`config.mk`:
```
export PLATFORM = sky130hd
export DESIGN_NAME = quad_counter
export DESIGN_NICKNAME = d
export VERILOG_FILES = /design/src/rtl/quad_counter.sv
export SDC_FILE = /design/constraint.sdc
export NUM_CORES = 1
export LEC_CHECK = 0
export ABC_AREA = 1
export CORE_MARGIN = 3
export CORE_UTILIZATION = 30
export CTS_CLUSTER_DIAMETER = 120
export CTS_CLUSTER_SIZE = 20
export DETAILED_ROUTE_END_ITERATION = 10
export SKIP_CTS_REPAIR_TIMING = 1
export SLEW_MARGIN = 20
export SYNTH_ARGS = -nofsm -noshare
export SYNTH_HDL_FRONTEND = slang
export SYNTH_SLANG_ARGS = --single-unit
```
`constraint.sdc`:
```
create_clock -name clk -period 5.53 [get_ports clk]
set_input_delay 1.106 -clock clk [delete_from_list [all_inputs] [get_ports clk]]
set_output_delay 1.106 -clock clk [all_outputs]
set_load 0.005 [all_outputs]
```
`src/rtl/quad_counter.sv`:
```
// quad_counter: quadrature rotary-encoder front end.
//
// Takes the raw, asynchronous A/B encoder pins. Each pin passes through a
// 2-FF synchroniser and a per-bit hold-time filter. Steps are decoded from
// changes of the filtered pair, and an up/down position counter is kept.
//
// Parameters
//   WIDTH    : position counter width (>= 2)
//   FILTER   : cycles a synchronised bit must hold a new value before it is
//              accepted (>= 1)
//   X4       : 0 = one count per full detent, 1 = one count per valid edge
//   SATURATE : 0 = counter wraps, 1 = counter clamps at 0 / 2^WIDTH-1
//
// Ports
//   clk    in   system clock
//   rst_n  in   synchronous active-low reset
//   a, b   in   raw encoder channels (asynchronous)
//   clear  in   synchronous counter clear (wins over a simultaneous step)
//   count  out  unsigned position, WIDTH bits
//   cw     out  one-cycle pulse per clockwise step
//   ccw    out  one-cycle pulse per counter-clockwise step
//   error  out  one-cycle pulse on an illegal (double-bit) transition
module quad_counter #(
  parameter int WIDTH    = 8,
  parameter int FILTER   = 4,
  parameter int X4       = 0,
  parameter int SATURATE = 0
) (
  input  logic             clk,
  input  logic             rst_n,
  input  logic             a,
  input  logic             b,
  input  logic             clear,
  output logic [WIDTH-1:0] count,
  output logic             cw,
  output logic             ccw,
  output logic             error
);

  localparam int FCW = (FILTER < 2) ? 1 : $clog2(FILTER);

  typedef enum logic [2:0] {
    S_IDLE,
    S_CW_A,
    S_CW_B,
    S_CW_C,
    S_CCW_A,
    S_CCW_B,
    S_CCW_C
  } state_t;

  // Front end: synchroniser, filter, decode history
  logic [1:0]     r_sync1;
  logic [1:0]     r_sync2;
  logic [1:0]     r_filt;
  logic [1:0]     r_prev;
  logic [FCW-1:0] r_fcnt [2];
  logic [1:0]     r_live;
  logic           r_armed;

  // Decode / output state
  state_t         r_state;
  state_t         w_state_next;
  logic [WIDTH-1:0] r_count;
  logic [WIDTH-1:0] w_count_next;
  logic           r_cw;
  logic           r_ccw;
  logic           r_err;
  logic           w_step_cw;
  logic           w_step_ccw;
  logic           w_err;
  logic           w_change;
  logic           w_double;

  // Synchroniser and per-bit filter. Bit 1 is A, bit 0 is B.
  // r_live marks that the synchroniser has flushed its reset preset, so
  // arming only happens once the real pins are seen at 11. This keeps a
  // reset taken with the pins away from 11 from producing a spurious error.
  always_ff @(posedge clk) begin
    if (!rst_n) begin
      r_sync1 <= 2'b11;
      r_sync2 <= 2'b11;
      r_filt  <= 2'b11;
      r_prev  <= 2'b11;
      r_live  <= '0;
      r_armed <= 1'b0;
      for (int unsigned i = 0; i < 2; i++) begin
        r_fcnt[i] <= '0;
      end
    end else begin
      r_sync1 <= {a, b};
      r_sync2 <= r_sync1;
      r_prev  <= r_filt;
      r_live  <= {r_live[0], 1'b1};
      for (int unsigned i = 0; i < 2; i++) begin
        if (r_sync2[i] != r_filt[i]) begin
          // The FILTER-th consecutive differing sample is accepted.
          if (r_fcnt[i] == FCW'(FILTER - 1)) begin
            r_filt[i] <= r_sync2[i];
            r_fcnt[i] <= '0;
          end else begin
            r_fcnt[i] <= r_fcnt[i] + FCW'(1);
          end
        end else begin
          r_fcnt[i] <= '0;
        end
      end
      if (r_live[1] && (r_filt == 2'b11) && (r_sync2 == 2'b11)) begin
        r_armed <= 1'b1;
      end
    end
  end

  assign w_change = (r_filt != r_prev);
  assign w_double = &(r_filt ^ r_prev);

  // Step / error decode and detent FSM next state.
  always_comb begin
    w_state_next = r_state;
    w_step_cw    = 1'b0;
    w_step_ccw   = 1'b0;
    w_err        = 1'b0;
    if (!r_armed) begin
      w_state_next = S_IDLE;
    end else if (w_change) begin
      if (w_double) begin
        w_err        = 1'b1;
        w_state_next = S_IDLE;
      end else if (X4 != 0) begin
        // Single-bit changes are either a forward or a reverse edge.
        case ({r_prev, r_filt})
          4'b1101, 4'b0100, 4'b0010, 4'b1011: w_step_cw  = 1'b1;
          default:                            w_step_ccw = 1'b1;
        endcase
      end else begin
        case (r_state)
          S_IDLE: begin
            if (r_filt == 2'b01)      w_state_next = S_CW_A;
            else if (r_filt == 2'b10) w_state_next = S_CCW_A;
          end
          S_CW_A: begin
            if (r_filt == 2'b00)      w_state_next = S_CW_B;
            else if (r_filt == 2'b11) w_state_next = S_IDLE;
          end
          S_CW_B: begin
            if (r_filt == 2'b01)      w_state_next = S_CW_A;
            else if (r_filt == 2'b10) w_state_next = S_CW_C;
          end
          S_CW_C: begin
            if (r_filt == 2'b00) begin
              w_state_next = S_CW_B;
            end else if (r_filt == 2'b11) begin
              w_state_next = S_IDLE;
              w_step_cw    = 1'b1;
            end
          end
          S_CCW_A: begin
            if (r_filt == 2'b00)      w_state_next = S_CCW_B;
            else if (r_filt == 2'b11) w_state_next = S_IDLE;
          end
          S_CCW_B: begin
            if (r_filt == 2'b10)      w_state_next = S_CCW_A;
            else if (r_filt == 2'b01) w_state_next = S_CCW_C;
          end
          S_CCW_C: begin
            if (r_filt == 2'b00) begin
              w_state_next = S_CCW_B;
            end else if (r_filt == 2'b11) begin
              w_state_next = S_IDLE;
              w_step_ccw   = 1'b1;
            end
          end
          default: w_state_next = S_IDLE;
        endcase
      end
    end
  end

  // Position update: clear has priority; saturation holds at the limits.
  always_comb begin
    w_count_next = r_count;
    if (clear) begin
      w_count_next = '0;
    end else if (w_step_cw) begin
      if (!((SATURATE != 0) && (r_count == '1))) begin
        w_count_next = r_count + WIDTH'(1);
      end
    end else if (w_step_ccw) begin
      if (!((SATURATE != 0) && (r_count == '0))) begin
        w_count_next = r_count - WIDTH'(1);
      end
    end
  end

  always_ff @(posedge clk) begin
    if (!rst_n) begin
      r_state <= S_IDLE;
      r_count <= '0;
      r_cw    <= 1'b0;
      r_ccw   <= 1'b0;
      r_err   <= 1'b0;
    end else begin
      r_state <= w_state_next;
      r_count <= w_count_next;
      r_cw    <= w_step_cw;
      r_ccw   <= w_step_ccw;
      r_err   <= w_err;
    end
  end

  assign count = r_count;
  assign cw    = r_cw;
  assign ccw   = r_ccw;
  assign error = r_err;

endmodule

```
=== Word level (Yosys, flattened, before mapping) ===
Memories as Yosys holds them, arrays and structs flattened.
Index checks and enable logic that the tools add are counted.

* Memories: 1
* Word-level logic and storage cells: 112
* Memory bits (read-only): 0
* RAM bits: 4
* Output and inout bits: 11
* Bits of input ports: 5
* Register bits: 25
* Latch bits: 0

{| class="wikitable"
|+ Memories
! name !! words !! width !! read ports !! clocked after Yosys merged registers in !! wr ports !! RTL line !! text
|-
| r_fcnt || 2 || 2 || 2 || 0 || 2 || 57 || <nowiki>logic [FCW-1:0] r_fcnt [2];</nowiki>
|}

* Multipliers: 0
* Divide/modulo/power cells: 0
* $lt $le $gt $ge: 0
* Shift operators: 0
* Reductions and logical operators: 14
* Equality and inequality tests: 18
* $add $sub $neg: 4
* Muxes and demuxes: 54
* Bitwise gates (word level): 8

{| class="wikitable"
|+ Operator list
! operator !! count
|-
| $mux 1 || 35
|-
| $mux 3 || 10
|-
| $mux 8 || 2
|-
| $pmux 3 s5 || 1
|-
| $mux 2 || 6
|-
| $ne 4x4->1 const B || 3
|-
| $eq 2x2->1 const B || 5
|-
| $eq 3x3->1 const B || 3
|-
| $add 8x1->8 const B || 1
|-
| $reduce_and 2->1 || 4
|-
| $sub 8x1->8 const B || 1
|-
| $eq 3x2->1 const B || 2
|-
| $or 1x1->1 || 6
|-
| $reduce_or 2->1 || 3
|-
| $add 2x1->2 const B || 2
|-
| $reduce_and 4->1 || 1
|-
| $eq 3x1->1 const B || 1
|-
| $logic_not 3->1 || 1
|-
| $reduce_and 3->1 || 1
|-
| $eq 2x1->1 const B || 1
|-
| $logic_and 1x1->1 || 2
|-
| $logic_not 2->1 || 1
|-
| $ne 1x1->1 || 2
|-
| $ne 2x2->1 || 1
|-
| 3 further kinds || 3
|}

=== Depth between registers and ports, before layout ===
Gate-level depths: netlist (run 1).

* Depth in word-level cells: 9
* Mapped depth: 18
* Depth with buffers taken out: 17

=== Worst setup path before layout (run 1) ===
Ideal clock, no wire load.

* Path kind: register -> register
* Start: register r_filt[0]
* End: register r_count[6] (netlist: count[6])
* Data required time: 5.415 ns
* Path buffers: 0
* Period minus slack after synthesis: 2.063 ns
* Stages on the path, launching flop included: 15
* Arrival: 1.948 ns
* Slack: 3.467 ns
* Setup time: 0.115 ns
* Cells stage by stage: dfxtp_1 > inv_2 > nand2_2 > nand2_2 > nor2_1 > nor2_2 > nand2_4 > inv_1 > fa_1 > o21ai_0 > nand3_1 > nand3_1 > nand2_1 > nor2_1 > nor2_1

* Longest elaborated chain between the ends: 8
* Elaborated cells on any way between the ends: 17
* Those cells by class: eq/ne (2); mux (11); bitwise (1); reduce/logical (3)

{| class="wikitable"
|+ Ends and longest elaborated chain
! item !! RTL line !! text
|-
| from (decl) || 55 || <nowiki>logic [1:0] r_filt;</nowiki>
|-
| from (signal, indexed assignment) || 99 || <nowiki>r_filt[i] <= r_sync2[i];</nowiki>
|-
| $eq 2x2->1 || 152 || <nowiki>end else if (r_filt == 2'b11) begin</nowiki>
|-
| $mux 1 || 152 ||
|-
| $mux 1 || 166 || <nowiki>if (r_filt == 2'b00) begin</nowiki>
|-
| $mux 1 || 136 || <nowiki>case (r_state)</nowiki>
|-
| $mux 1 || 126 || <nowiki>if (w_double) begin</nowiki>
|-
| $mux 1 (*) || 125 || <nowiki>end else if (w_change) begin</nowiki>
|-
| $mux 1 (*) || 123 || <nowiki>if (!r_armed) begin</nowiki>
|-
| named net w_step_cw || 69 || <nowiki>logic w_step_cw;</nowiki>
|-
| $mux 8 or $reduce_bool 2->1 (tied branches) || -- ||
|-
| to (signal assigned) || 204 || <nowiki>r_count <= w_count_next;</nowiki>
|-
| to (decl) || 64 || <nowiki>logic [WIDTH-1:0] r_count;</nowiki>
|}

The timed path passes the listed nets; every way through them passes the cells marked *.
A chain may end at the register's enable or synchronous reset.

=== Worst setup path after layout (run 1) ===
* Start: input rst_n
* End: register r_count[4] (netlist: count[4])

* Longest elaborated chain between the ends: 2

{| class="wikitable"
|+ Ends and longest elaborated chain
! item !! RTL line !! text
|-
| from (decl) || 30 || <nowiki>input logic rst_n,</nowiki>
|-
| $not 1->1 (no source line) || -- ||
|-
| $reduce_or 2->1 (no source line) || -- ||
|}

Every way passes these cells.

==> results.cfg, run 1 <==
[routing]
routed.top_layer = met4
met3_length_um = 91
met2WireLength_um = 1150
vias = 1276
drt-initial-drc-count = 34
drc = 0
post_drt_wl_per_cell_um = 9.57
vias_per_cell = 4.31
drt_wl_total_um = 2830
firstDrtPassIters = 4
ant_nets = 0
wl_met1_um = 1530

[clock_tree]
cts.sinks = 29
clkLatencyLatePin_ns = 0.28
cts_buffers = 5
cts_tree = yes
clock-root-buffer = clkbuf_8
clk_pin_slew_ns = 0.06
htree_levels = 2
cts.path.max_buffers = 2

[synthesis]
synth_top_area_share_pct = 32.5
yosysTopAreaCell = dfxtp_1
yosys_warnings = 0
netlist_instances = 205
yosysUniqueCellTypes = 32
synth_flop_cell = dfxtp_1
synth_edf_count = 4
ys_ff_latch = 29
synth_top_cells_by_area = dfxtp_1 (33%), nand2_1 (10%), nor2_1 (8.3%)
synth-async-reset-ratio_pct = 0
seq_area_frac_synth_pct = 40.4
synth.avg_cell_area_um2 = 7.50
synth_area_um2 = 1540

[floorplan]
core-area_um2 = 4850
die_y_um = 77.6
die_w_um = 77.6
die_area_um2 = 6020
ios = 16
initial_core_util_pct = 31.7
row_count = 25

[finish]
final_area_um2 = 1870
fill_cells = 514
syn_to_final_growth_pct = 21.9
final_core_util_pct = 38.7
drive_above_1_share_pct = 10.5
diodes = 0
nets = 243

[worst_setup_path]
worst_r2r_path_depth = 14
end_kind = register
timing.rr.start = r_filt[0]$_SDFFE_PN1P_
crit_path_start_kind = input port
critPathArrivalTime_ns = 2.71
critPathKind = input port to register
r2r-end = count[6]$_SDFFE_PP0P_
regToRegSetupSlack_ns = 3.19
crit_required_ns = 5.74
path_common_cell = nor2_1
max_stage_delay_ns = 0.61
cp_slowest_cell = clkdlybuf4s50_1
crit_chain = clkdlybuf4s50_1 > clkinv_1 > nor2_1 > o21ai_0 > nor2_1
cp_max_fo = 10

[timing]
setup_viol = 0
fin_skew_ns = 0.00613
finalHoldViolations = 0
rsz0062_at_grt = false
fin_ws_ns = 3.03
hold_slack_ns = 0.412
max_freq_mhz = 401
tns_ns = 0
period_share_pct = 45.1
finalMaxSlewViolations = 0
post-route-min-period_ns = 2.50

[power_and_ir_drop]
sw_frac_of_total_pct = 20.4
clockPowerShare_pct = 45.7
power_switching_uw = 92.6
powerDensity_nw_per_um2 = 242
combPwrFrac_pct = 5.3
internal-power_uw = 361
leakagePower_uw = 0.000837
p_seq_share_pct = 49.0
peakVddDrop_v = 0.000162

[global_route]
grt_pass1_wl_um = 5370
antenna_found_initial = 0
global_route.usage.total_pct = 11.2
grt_max_degree = 12
grt_pass1_vias = 1262
grt-ovfl-total = 0

[worst_hold_path]
holdPathStages = 1
hp-class = register to register
hp-start = r_sync1[1]$_SDFF_PN1_
hold_path_end = r_sync2[1]$_SDFF_PN1_

[placed_design]
gp_congestion = 0.829
dp_hpwl_um = 2180
place.port_buffers = 15
place_ws_ns = 2.72
placed_area_um2 = 1770

[status]
status = finished clean

[job]
cap_viol_max_count = 0
==> cell type report <==
type	count	area, um2	share of cell area (%)
Multi-Input combinational cell	152	817	43.6
Sequential cell	29	621	33.1
Timing Repair Buffer	15	150	8.01
Inverter	25	96.3	5.14
Tap cell	67	83.8	4.47
Clock buffer	6	72.6	3.87
Clock inverter	2	33.8	1.80
==> metal layers <==
| layer | GRT usage (%) | vias to the layer above |
|---|---|---|
| li1 | - | 699 |
| met1 | 15.1 | 551 |
| met2 | 15.8 | 18 |
| met3 | 3.83 | 8 |
| met4 | 5.34 | 0 |
| met5 | 0 | - |
==> worst max-delay path, delay by kind of cell <==
| family | cells | cell delay, ns |
|---|---|---|
| buf+inv | 2 | 0.90 |
| simple gates | 2 | 0.52 |
| compound gates | 1 | 0.18 |
==> cell families after synthesis <==
kind of cell,Yosys count,share of synthesized area (%)
other,1,0.244
DFF,29,40.4
AOI/OAI and AO/OA,34,12.2
buffers and inverters,27,7.24
and+or+nand+nor,100,29.0
xor gates and xnor gates,4,2.28
adders and majority gates,10,8.63
==> power groups by stage <==
| stage | Clock [uW] | Combinational (uW) | Sequential (uW) |
|---|---|---|---|
| CTS | 215 | 24.2 | 222 |
| detailed placement | 0 | 24.1 | 227 |
| global placement | 0 | 24.0 | 227 |
| floorplan | 0 | 18.2 | 226 |
| global route | 228 | 28.0 | 223 |
| finish | 207 | 23.9 | 222 |
==> state kept, by name, indices dropped and copies added, names as in the netlist, 2 cells and up <==
signal,flops
r_live,2
r_fcnt,4
count,8
r_sync1,2
r_state,3
r_filt,2
r_prev,2
r_sync2,2
==> stage by stage <==
stage / cells / total power (uW)
3_5_place_dp: 288 / 251
2_1_floorplan: 208 / 244
4_1_cts: 296 / 462
6_report: 296 / 454
3_3_place_gp: 288 / 251
5_1_grt: 296 / 479
==> how the worst max path moves through the flow <==
stage,from,endpoint,slack (ns),cells past startpoint
6_report,rst_n,count[4]$_SDFFE_PP0P_,3.03,5
5_1_grt,rst_n,count[4]$_SDFFE_PP0P_,2.83,5
4_1_cts,rst_n,count[4]$_SDFFE_PP0P_,3.01,5
3_5_place_dp,rst_n,count[4]$_SDFFE_PP0P_,2.72,5
3_3_place_gp,rst_n,count[4]$_SDFFE_PP0P_,2.81,5
2_1_floorplan,r_filt[0]$_SDFFE_PN1P_,count[6]$_SDFFE_PP0P_,3.47,14
==> placed cells by master, fill, tap and decap left out <==
cell / count
nand2_2: 4
clkbuf_1: 1
bufinv_16: 1
nand2_4: 2
nor2_1: 34
or2_2: 4
conb_1: 4
fa_1: 1
nand2_1: 41
a41oi_1: 1
o21ai_1: 3
dfxtp_1: 25
inv_4: 1
nor2_2: 1
nand4_1: 1
o31ai_1: 1
clkdlybuf4s50_1: 15
o21ai_0: 13
and2_1: 1
o211ai_1: 2
edfxtp_1: 4
nand3_1: 8
a21boi_1: 1
xor2_1: 3
clkbuf_8: 5
nand4_2: 1
inv_2: 3
a21oi_2: 1
xnor2_1: 1
clkinv_1: 3
inv_1: 19
ha_1: 9
nor3_1: 2
nor2_4: 1
a21oi_1: 12
==> cells in the mapped netlist, types with 4 or more instances <==
library cell and count:
nor2_1 34, nand3_1 8, inv_1 19, o21ai_0 13
dfxtp_1 25, ha_1 9, edfxtp_1 4, nand2_2 4
a21oi_1 12, or2_2 4, nand2_1 41
(Power assumes the default switching activity.)
==> run 2: changes to the inputs <==
==> constraint.sdc (replaced) <==
create_clock -name clk -period 2.1 [get_ports clk]
set_input_delay 0.42 -clock clk [delete_from_list [all_inputs] [get_ports clk]]
set_output_delay 0.42 -clock clk [all_outputs]
set_load 0.005 [all_outputs]
==> results.cfg, run 2 (same netlist as run 1, synthesis figures left out) <==
[clock_tree]
cts.sinks = 29
cts_buffers = 5
clk_pin_slew_ns = 0.07
clock-root-buffer = clkbuf_8
clkLatencyLatePin_ns = 0.28
cts_tree = yes
cts.path.max_buffers = 2
htree_levels = 2

[placed_design]
dp.cells = 309
place_ws_ns = -0.0323
dp_hpwl_um = 2350
gp_congestion = 0.869
place.port_buffers = 15

[finish]
final_cells = 319
diodes = 0
largest_reg_flops = 8
drive_above_1_share_pct = 27.4
fill_cells = 474
syn_to_final_growth_pct = 42.4
multi_input_area_um2 = 948
layout_commonest_cell = nand2_1
seqCellArea_um2 = 632
nets = 266
final_cell_mix = nand2_1 (36), nor2_1 (33), buf_4 (21), dfxtp_1 (20), inv_1 (18)

[timing]
rsz0062_at_grt = true
fin_ws_ns = 0.0796
finalHoldViolations = 0
period_share_pct = 96.2
max_freq_mhz = 495
setup_viol = 0
fin_skew_ns = 0.00519
post-route-min-period_ns = 2.02
finalMaxSlewViolations = 0

[floorplan]
ios = 16
die_y_um = 77.6
initial_core_util_pct = 31.7
die_area_um2 = 6020
die_w_um = 77.6
core-area_um2 = 4850
row_count = 25

[worst_setup_path]
critical-path-top-delay-family = simple AND/OR/NAND/NOR gates
critPathArrivalTime_ns = 2.19
worst_r2r_path_depth = 17
critPathKind = register to register
timing.rr.start = r_filt[1]$_SDFFE_PN1P_
path_common_cell = nand2_1
crit_required_ns = 2.27
max_stage_delay_ns = 0.36
cp_max_fo = 5
end_kind = register
crit_path_start_kind = register
regToRegSetupSlack_ns = 0.08
crit_chain = inv_2 > nand2_2 > nand2_4 > nor2_4 > nor2_4 > nand2_4 > buf_6 > ha_4 > nand3_2 > nand2_2 > nand2_1 > nand2_1 > inv_1 > nand2_1 > nand3_1 > nand2_1 > nor2_1
r2r-end = count[7]$_SDFFE_PP0P_
cp_slowest_cell = dfxtp_4
path_buf_inv = 3

[routing]
firstDrtPassIters = 5
drc = 0
vias = 1391
drt-initial-drc-count = 24
post_drt_wl_per_cell_um = 10.6
drt_wl_total_um = 3370
ant_nets = 0
vias_per_cell = 4.36

[global_route]
antenna_found_initial = 0
global_route.usage.total_pct = 11.1
grt-ovfl-total = 0
grt_max_degree = 11
grt_pass1_vias = 1261
grt_pass1_wl_um = 5420

[worst_hold_path]
holdPathStages = 1
hp-start = r_sync1[0]$_SDFF_PN1_
hold_path_end = r_sync2[0]$_SDFF_PN1_
hp-class = register to register

[power_and_ir_drop]
leakagePower_uw = 0.000970
powerDensity_nw_per_um2 = 572
peakVddDrop_v = 0.000474

[job]
cap_viol_max_count = 0

[status]
status = finished clean
==> run 2: routing by layer <==
metal / routed length (um) / share of wire (%) / track usage, %
met2: 1480 / 44 / 15.8
met3: 123 / 3.7 / 3.36
met4: 39 / 1.2 / 4.63
met1: 1720 / 51 / 15.5
met5: 0 / 0 / 0
==> run 2: how the worst max path moves through the flow <==
stage                                 startpoint                    end  depth (start not counted)
after floorplan           r_filt[0]$_SDFFE_PN1P_  count[6]$_SDFFE_PP0P_                         14
after global placement    r_filt[0]$_SDFFE_PN1P_  count[6]$_SDFFE_PP0P_                         14
after detailed placement  r_filt[0]$_SDFFE_PN1P_  count[6]$_SDFFE_PP0P_                         14
after CTS                 r_filt[0]$_SDFFE_PN1P_  count[6]$_SDFFE_PP0P_                         14
after global routing      r_filt[1]$_SDFFE_PN1P_  count[6]$_SDFFE_PP0P_                         14
final                     r_filt[1]$_SDFFE_PN1P_  count[7]$_SDFFE_PP0P_                         17
==> run 2: cell type report <==
cell class | count | share of cell area [%]
inverter | 25 | 4.40
clock inverter | 3 | 1.89
clock buffer | 5 | 3.14
sequential | 29 | 28.9
timing repair buffer | 37 | 14.6
tap | 67 | 3.83
multi-input combinational | 153 | 43.3
==> run 2: worst register-to-register path: cells and delay by family, from the launching register on <==
family / cells / cell delay (ns)
DFF: 1 / 0.36
buffers and inverters: 3 / 0.26
and+or+nand+nor: 13 / 1.05
adders and majority gates: 1 / 0.25
==> run 2: where the power goes <==
part           switching (uW)  internal [uW]  total (uW)
Clock                     227            349         576
Sequential               8.90            575         584
Combinational            49.5           43.0        92.5
Total                     285            967        1250
==> run 2: stage by stage <==
step	instance area [um2]	setup TNS (ns)	power (uW)	util, %	hold slack (ns)
2_1_floorplan	1550	0	642	-	0.390
3_3_place_gp	1930	0	680	39.7	0.393
3_5_place_dp	1930	-0.0323	681	39.7	0.399
4_1_cts	2040	-0.0616	1260	42.0	0.416
5_1_grt	2190	-0.0704	1310	45.2	0.430
6_report	2190	0	1250	45.2	0.412
